### src/rtl/reg_file_mp_if.sv
`default_nettype none
// ============================================================================
// Module   : reg_file_mp_if
// Brief    : Decode read ports, writeback write ports and ready of reg_file_mp.
// Revision : 1.0 - initial release
// ============================================================================
interface reg_file_mp_if #(
    parameter int DATA_W = 32,
    parameter int ADDR_W = 5
);
    logic [ADDR_W-1:0] d_srcA;
    logic [ADDR_W-1:0] d_srcB;
    logic [DATA_W-1:0] d_rvalA;
    logic [DATA_W-1:0] d_rvalB;
    logic [ADDR_W-1:0] W_dstE;
    logic [DATA_W-1:0] W_valE;
    logic [ADDR_W-1:0] W_dstM;
    logic [DATA_W-1:0] W_valM;
    logic              ready;

    modport master (
        output d_srcA, d_srcB, W_dstE, W_valE, W_dstM, W_valM,
        input  d_rvalA, d_rvalB, ready
    );

    modport slave (
        input  d_srcA, d_srcB, W_dstE, W_valE, W_dstM, W_valM,
        output d_rvalA, d_rvalB, ready
    );
endinterface
`default_nettype wire

### src/rtl/reg_file_mp.sv
`default_nettype none
// ============================================================================
// Module   : reg_file_mp
// Brief    : 2R/2W register file, write-through bypass, M-port priority and
//            sequential post-reset clear.
// Revision : 1.0 - initial release
// ============================================================================
module reg_file_mp #(
    parameter int DATA_W   = 32,
    parameter int ADDR_W   = 5,
    parameter int NREG     = 32,
    parameter int RNONE    = 31,
    parameter int ZERO_REG = 1
) (
    input  wire logic    clk,
    input  wire logic    rst,
    reg_file_mp_if.slave bus
);

    localparam logic [ADDR_W-1:0] c_RNONE = ADDR_W'(RNONE);
    localparam logic [ADDR_W-1:0] c_LAST  = ADDR_W'(NREG - 1);
    localparam logic [ADDR_W:0]   c_NREG  = (ADDR_W + 1)'(NREG);

    typedef enum logic [0:0] {
        CLEAR = 1'b0,
        RUN   = 1'b1
    } state_t;

    state_t              r_state;
    state_t              w_stateNext;
    logic [ADDR_W-1:0]   r_clrCnt;
    logic [ADDR_W-1:0]   w_clrCntNext;
    logic [DATA_W-1:0]   r_regs [NREG];
    logic                w_run;
    logic                w_weE;
    logic                w_weM;

    // An address names real storage only if it is not the "no register"
    // code, lies inside the implemented range and is not the hardwired zero.
    function automatic logic addrLive(input logic [ADDR_W-1:0] a);
        return (a != c_RNONE) && ({1'b0, a} < c_NREG) &&
               !((ZERO_REG != 0) && (a == '0));
    endfunction

    assign w_run = (r_state == RUN);
    assign w_weE = w_run && addrLive(bus.W_dstE);
    assign w_weM = w_run && addrLive(bus.W_dstM);

    always_ff @(posedge clk) begin
        if (rst) begin
            r_state  <= CLEAR;
            r_clrCnt <= '0;
        end else begin
            r_state  <= w_stateNext;
            r_clrCnt <= w_clrCntNext;
        end
    end

    // The counter parks on the last index so it cannot wrap when NREG == 2^ADDR_W.
    always_comb begin
        w_stateNext  = r_state;
        w_clrCntNext = r_clrCnt;
        case (r_state)
            CLEAR: begin
                if (r_clrCnt == c_LAST) begin
                    w_stateNext = RUN;
                end else begin
                    w_clrCntNext = r_clrCnt + 1'b1;
                end
            end
            RUN:     w_stateNext = RUN;
            default: w_stateNext = CLEAR;
        endcase
    end

    // Storage has no reset; it is zeroed by the clear sequence. M is written
    // last so it wins a same-address conflict.
    always_ff @(posedge clk) begin
        if (!rst) begin
            if (r_state == CLEAR) begin
                r_regs[r_clrCnt] <= '0;
            end else begin
                if (w_weE) r_regs[bus.W_dstE] <= bus.W_valE;
                if (w_weM) r_regs[bus.W_dstM] <= bus.W_valM;
            end
        end
    end

    function automatic logic [DATA_W-1:0] readPort(input logic [ADDR_W-1:0] a);
        logic [DATA_W-1:0] v;
        v = '0;
        if (!w_run || !addrLive(a)) begin
            v = '0;
        end else if (w_weM && (a == bus.W_dstM)) begin
            v = bus.W_valM;
        end else if (w_weE && (a == bus.W_dstE)) begin
            v = bus.W_valE;
        end else begin
            v = r_regs[a];
        end
        return v;
    endfunction

    assign bus.d_rvalA = readPort(bus.d_srcA);
    assign bus.d_rvalB = readPort(bus.d_srcB);
    assign bus.ready   = w_run;

endmodule
`default_nettype wire

### src/flat_wrapper.sv
// flat-port wrapper written by rule: the top's interface ports become plain ports
module reg_file_mp_flat 
#(
    parameter int DATA_W   = 32,
    parameter int ADDR_W   = 5,
    parameter int NREG     = 32,
    parameter int RNONE    = 31,
    parameter int ZERO_REG = 1
)
  (clk, rst, bus_d_srcA, bus_d_srcB, bus_W_dstE, bus_W_valE, bus_W_dstM, bus_W_valM, bus_d_rvalA, bus_d_rvalB, bus_ready);
  reg_file_mp_if #(.DATA_W(DATA_W), .ADDR_W(ADDR_W)) bus_i ();
  input  wire logic clk;
  input  wire logic rst;
  input wire logic [$bits(bus_i.d_srcA)-1:0] bus_d_srcA;
  input wire logic [$bits(bus_i.d_srcB)-1:0] bus_d_srcB;
  input wire logic [$bits(bus_i.W_dstE)-1:0] bus_W_dstE;
  input wire logic [$bits(bus_i.W_valE)-1:0] bus_W_valE;
  input wire logic [$bits(bus_i.W_dstM)-1:0] bus_W_dstM;
  input wire logic [$bits(bus_i.W_valM)-1:0] bus_W_valM;
  output wire logic [$bits(bus_i.d_rvalA)-1:0] bus_d_rvalA;
  output wire logic [$bits(bus_i.d_rvalB)-1:0] bus_d_rvalB;
  output wire logic [$bits(bus_i.ready)-1:0] bus_ready;
  assign bus_i.d_srcA = bus_d_srcA;
  assign bus_i.d_srcB = bus_d_srcB;
  assign bus_i.W_dstE = bus_W_dstE;
  assign bus_i.W_valE = bus_W_valE;
  assign bus_i.W_dstM = bus_W_dstM;
  assign bus_i.W_valM = bus_W_valM;
  assign bus_d_rvalA = bus_i.d_rvalA;
  assign bus_d_rvalB = bus_i.d_rvalB;
  assign bus_ready = bus_i.ready;
  reg_file_mp #(.DATA_W(DATA_W), .ADDR_W(ADDR_W), .NREG(NREG), .RNONE(RNONE), .ZERO_REG(ZERO_REG)) u_core (.clk(clk), .rst(rst), .bus(bus_i));
endmodule
### config.mk
export PLATFORM = sky130hd
export DESIGN_NAME = reg_file_mp_flat
export DESIGN_NICKNAME = d
export VERILOG_FILES = /design/src/rtl/reg_file_mp_if.sv /design/src/rtl/reg_file_mp.sv /design/src/flat_wrapper.sv
export SDC_FILE = /design/constraint.sdc
export NUM_CORES = 2
export LEC_CHECK = 0
export BUFFER_PORTS_ARGS = -buffer_cell sky130_fd_sc_hd__buf_4
export CELL_PAD_IN_SITES_DETAIL_PLACEMENT = 2
export CELL_PAD_IN_SITES_GLOBAL_PLACEMENT = 2
export CORE_ASPECT_RATIO = 0.5
export CORE_MARGIN = 4
export CORE_UTILIZATION = 40
export DETAILED_ROUTE_END_ITERATION = 16
export PLACE_DENSITY = 0.71
export SETUP_SLACK_MARGIN = 0.02
export SYNTH_ARGS = -nofsm -noshare
export SYNTH_HDL_FRONTEND = slang
export SYNTH_SLANG_ARGS = --single-unit
### constraint.sdc
create_clock -name clk -period 7.5 [get_ports clk]
set_clock_uncertainty 0.15 [all_clocks]
set_input_delay 1.5 -clock clk [delete_from_list [all_inputs] [get_ports clk]]
set_output_delay 1.5 -clock clk [all_outputs]
set_load 0.02 [all_outputs]
# Word-level counts from Yosys, hierarchy flattened
# Memories as Yosys holds them, arrays and structs flattened.
# Index checks and enable logic that the tools add are counted.
word_totals:
  register_bits: 6
  mem_bits_rw: 1024
  in_bits: 86
  output_inout_bits: 65
  elab_cells: 62
  n_memories: 1
classes:
  add_sub_neg: 1
  n_eq_ne: 9
  mux: 22
  bitwise_logic: 2
  reduce_logical: 25
mem_list:
  columns: ["name", "words", "width", "rd", "rd_ports_with_merged_regs", "write_ports", "line", "rtl"]
  rows:
  - ["u_core.r_regs", 32, 32, 2, 0, 2, "reg_file_mp.sv:33", "logic [DATA_W-1:0] r_regs [NREG];"]
op_table:
  columns: ["op", "n"]
  rows:
  - ["$mux 32", 7]
  - ["$reduce_or 32->1", 1]
  - ["$eq 5x5->1", 4]
  - ["$logic_not 5->1", 4]
  - ["$ne 5x5->1 const B", 4]
  - ["$mux 1", 13]
  - ["$logic_and 1x1->1", 10]
  - ["$logic_not 1->1", 7]
  - ["$add 5x1->5 const B", 1]
  - ["$eq 5x5->1 const B", 1]
  - ["$mux 5", 1]
  - ["$logic_or 1x1->1", 2]
  - ["$not 1->1", 2]
  - ["$pmux 1 s2", 1]
  - ["$reduce_and 2->1", 1]

# Longest topological paths before layout
depth:
  ltp_word: 10
  depth_mapped: 10
  ltp_nobuf: 7

# Worst setup path before layout
# Ideal clock, no wire load.
synth_timing:
  kind: "input port to flip-flop"
  start: "input port bus_W_dstE[4]"
  end: "memory u_core.r_regs[15][0], enable pin"
  setup_ns: 0.466
  t_arrival_ns: 5.177
  required_ns: 6.884
  setup_slack_ns: 1.708
  stages: 6
  path_buffers: 1
  cell_sequence: "or4_1 -> mux2i_1 -> clkbuf_1 -> o31a_1 -> o21ai_1 -> o21ai_0"
synth_lines:
  columns: ["element", "line", "rtl"]
  rows:
  - ["from (decl)", "flat_wrapper.sv:16", "input wire logic [$bits(bus_i.W_dstE)-1:0] bus_W_dstE;"]
  - ["to (decl)", "reg_file_mp.sv:33", null]

# Worst setup path after layout
layout_timing:
  start: "input port bus_d_srcA[0]"
  end: "output port bus_d_rvalA[28]"
layout_via:
  elab_chain_len: 6
  elab_cells_between_ends: 14
  classes_between: "eq/ne: 3; mux: 3; reduce/logical: 7; memory: 1"
layout_rtl:
  columns: ["element", "line", "rtl"]
  rows:
  - ["from (decl)", "flat_wrapper.sv:14", "input wire logic [$bits(bus_i.d_srcA)-1:0] bus_d_srcA;"]
  - ["branches (longest 5 deep; another with $mem_v2 32x32)", null, null]
  - ["$mux 32 *", "reg_file_mp.sv:92", "if (!w_run || !addrLive(a)) begin"]
  - ["to (decl)", "flat_wrapper.sv:20", "output wire logic [$bits(bus_i.d_rvalA)-1:0] bus_d_rvalA;"]
# Every way passes the cells marked *.

==> impl_metrics.json <==
{
  "worstPathArrival_ns": 5.34,
  "first_global_vias": 47500,
  "die_h_microns": 289,
  "clk_pin_slew_ns": 0.06,
  "grt-ovfl-total": 0,
  "synth_edf_count": 1024,
  "synth_nets": 4262,
  "clk_latency_ns": 0.72,
  "hold_depth": 2,
  "hold_start": "u_core.r_clrCnt[1]$_SDFFE_PP0P_",
  "die_area_sq_um": 164000,
  "worstMarginPinSlew_ns": 1.39,
  "grt_pass1_wl_microns": 404000,
  "netlist_instances": 4174,
  "synth-seq-cells": 1030,
  "setup_viol": 0,
  "root_buffer": "clkbuf_16",
  "ys_seq_area_share_pct": 49.0,
  "startpoint": "bus_d_srcA[0]",
  "track_usage_pct": 35.4,
  "place_congestion": 0.893,
  "outcome": "finished clean",
  "final_util_pct": 45.1,
  "layout_commonest_cell": "edfxtp_1",
  "final_nets": 4157,
  "async_flop_share_pct": 0,
  "drc": 0,
  "hold_class": "flop to flop",
  "multi_input_area_sq_um": 30100,
  "vias": 46900,
  "seqCellArea_sq_um": 30900,
  "dp_hpwl_microns": 175000,
  "synth_area_per_cell_sq_um": 15.1,
  "power-per-cell-area_nw_per_um2": 186,
  "cts_hold_buf": 0,
  "finalCritPeriodShare_pct": 93.2,
  "firstDrtPassIters": 5,
  "core-area_sq_um": 156000,
  "worstRegToRegCells": 6,
  "netlist-cell-type-count": 70,
  "period_needed_ns": 6.99,
  "crit_path_start_kind": "input port",
  "numPortBuffers": 150,
  "hold_end": "u_core.r_clrCnt[1]$_SDFFE_PP0P_",
  "crit_required_ns": 5.85,
  "finalHoldViolCount": 0,
  "endpoint_kind": "output pin",
  "wl_per_cell_microns": 47.8,
  "yosys_warnings": 0,
  "regToRegSetupSlack_ns": 1.88,
  "peakVddDrop_v": 0.000159,
  "tns_ns": 0,
  "drv_cap": 0,
  "cts_buffers": 103,
  "syn_area_sq_um": 63000,
  "fin_ws_ns": 0.508,
  "vias_per_cell": 7.51,
  "reg2reg_from": "u_core.bus.ready$_SDFF_PP0_",
  "power.total_mw": 13.1,
  "fillers": 14400,
  "layout_common_cells": "1,024 x edfxtp_1, 766 x mux2_2, 397 x mux4_2",
  "clock_sinks": 1030,
  "finalMaxSlewViolations": 0,
  "path_max_fanout": 55,
  "layout-drive-gt1-share_pct": 47.2,
  "clk_path_buf_depth": 3,
  "drt_iter0_drc": 8202,
  "worstSetupPathType": "input port to output pin",
  "die-width_microns": 569,
  "ioPinCount": 151,
  "ys.flop_type": "edfxtp_1",
  "max_slew_margin_pct": 6.76,
  "p_leak_nw": 24.6,
  "rsz0062_at_grt": "no",
  "ctsResizeCount": 0,
  "initial_utilization_pct": 40.5,
  "area.growth.synth_to_final_pct": 11.3,
  "whs_ns": 0.427,
  "grt_max_degree": 65,
  "routed_wl_microns": 298000,
  "dp_slack_ns": 0.848,
  "postCtsSetupRepairBufs": 0,
  "cts_tree": "built",
  "fmax_mhz": 143,
  "fp-row-count": 102,
  "htreeDepth": 3,
  "antenna_found_initial": 24,
  "timing.rr.end": "u_core.r_regs[3][7]$_DFFE_PP_",
  "ant_nets": 0
}
-- cells by family (layout without fill, tap and decap cells) --
group           after synthesis  after routing  share of synthesized area [%]
flops                      1030           1030                           49.0
buf+inv                     608            582                           4.44
mux                        1603           1603                           36.3
simple gates                382            382                           3.49
compound gates              526            526                           6.46
xor+xnor                     23             23                          0.320
other cells                   0             11                              0
fa+ha+maj                     2              2                         0.0397
-- through the flow --
stage	instances	area, sq um
finish	6239	70100
global route	6232	70100
CTS	6228	70100
detailed placement	6044	66700
global placement	6044	66700
floorplan	4174	63000
-- synth_stat cells (all sizes together) (52+ instances only) --
| library cell | count | share of area, % |
|---|---|---|
| mux2 | 1047 | 20 |
| edfxtp | 1024 | 49 |
| mux4 | 397 | 14 |
| clkbuf | 352 | 2.1 |
| buf | 219 | 2.1 |
| mux2i | 159 | 2.5 |
| nand2 | 138 | 0.92 |
| nor4 | 69 | 0.73 |
| o221ai | 66 | 0.92 |
| a22o | 60 | 0.83 |
| a22oi | 58 | 0.69 |
| o21ai | 52 | 0.41 |
-- registers in the layout, summed over array words and instances (netlist names) --
| register | cells |
|---|---|
| u_core.r_clrCnt | 5 |
| u_core.bus.ready | 1 |
| u_core.r_regs | 1024 |
-- worst max path at each step --
stage,end,slack [ns]
finish,bus_d_rvalA[28],0.51
global route,bus_d_rvalB[30],0.50
CTS,bus_d_rvalA[28],0.84
detailed placement,bus_d_rvalA[28],0.85
global placement,bus_d_rvalA[28],0.78
floorplan,u_core.r_regs[15][0]$_DFFE_PP_,1.71
-- report_power, final --
group / leakage [nW] / internal, mW / total, mW / switching, mW
logic: 14.0 / 0.429 / 1.24 / 0.812
registers: 9.04 / 6.27 / 6.30 / 0.0219
clock network: 1.64 / 3.00 / 5.53 / 2.53
-- worst max-delay path, stage by stage --
cell       delay (ns)
buf_8            0.51
xnor2_1          0.21
nand3_2          0.59
buf_4            0.55
a2111oi_0        0.48
a31oi_1          0.12
o21ai_0          0.94
buf_4            0.25
buf_4            0.13
-- final cells by class --
class	count	share of cell area (%)
Clock inverter	60	0.915
Timing Repair Buffer	361	4.35
Antenna cell	11	0.0393
Inverter	37	0.202
Sequential cell	1030	44.0
Tap cell	2080	3.71
Multi-Input combinational cell	2536	42.9
Clock buffer	124	3.85
-- routing by layer --
metal,GRT usage [%],wire (microns),vias up
li1,-,-,16900
met1,48.2,114000,25300
met2,52.1,128000,3902
met3,10.7,40800,814
met4,16.4,15300,10
met5,0,69,-
Power figures use the tool's default switching activity.
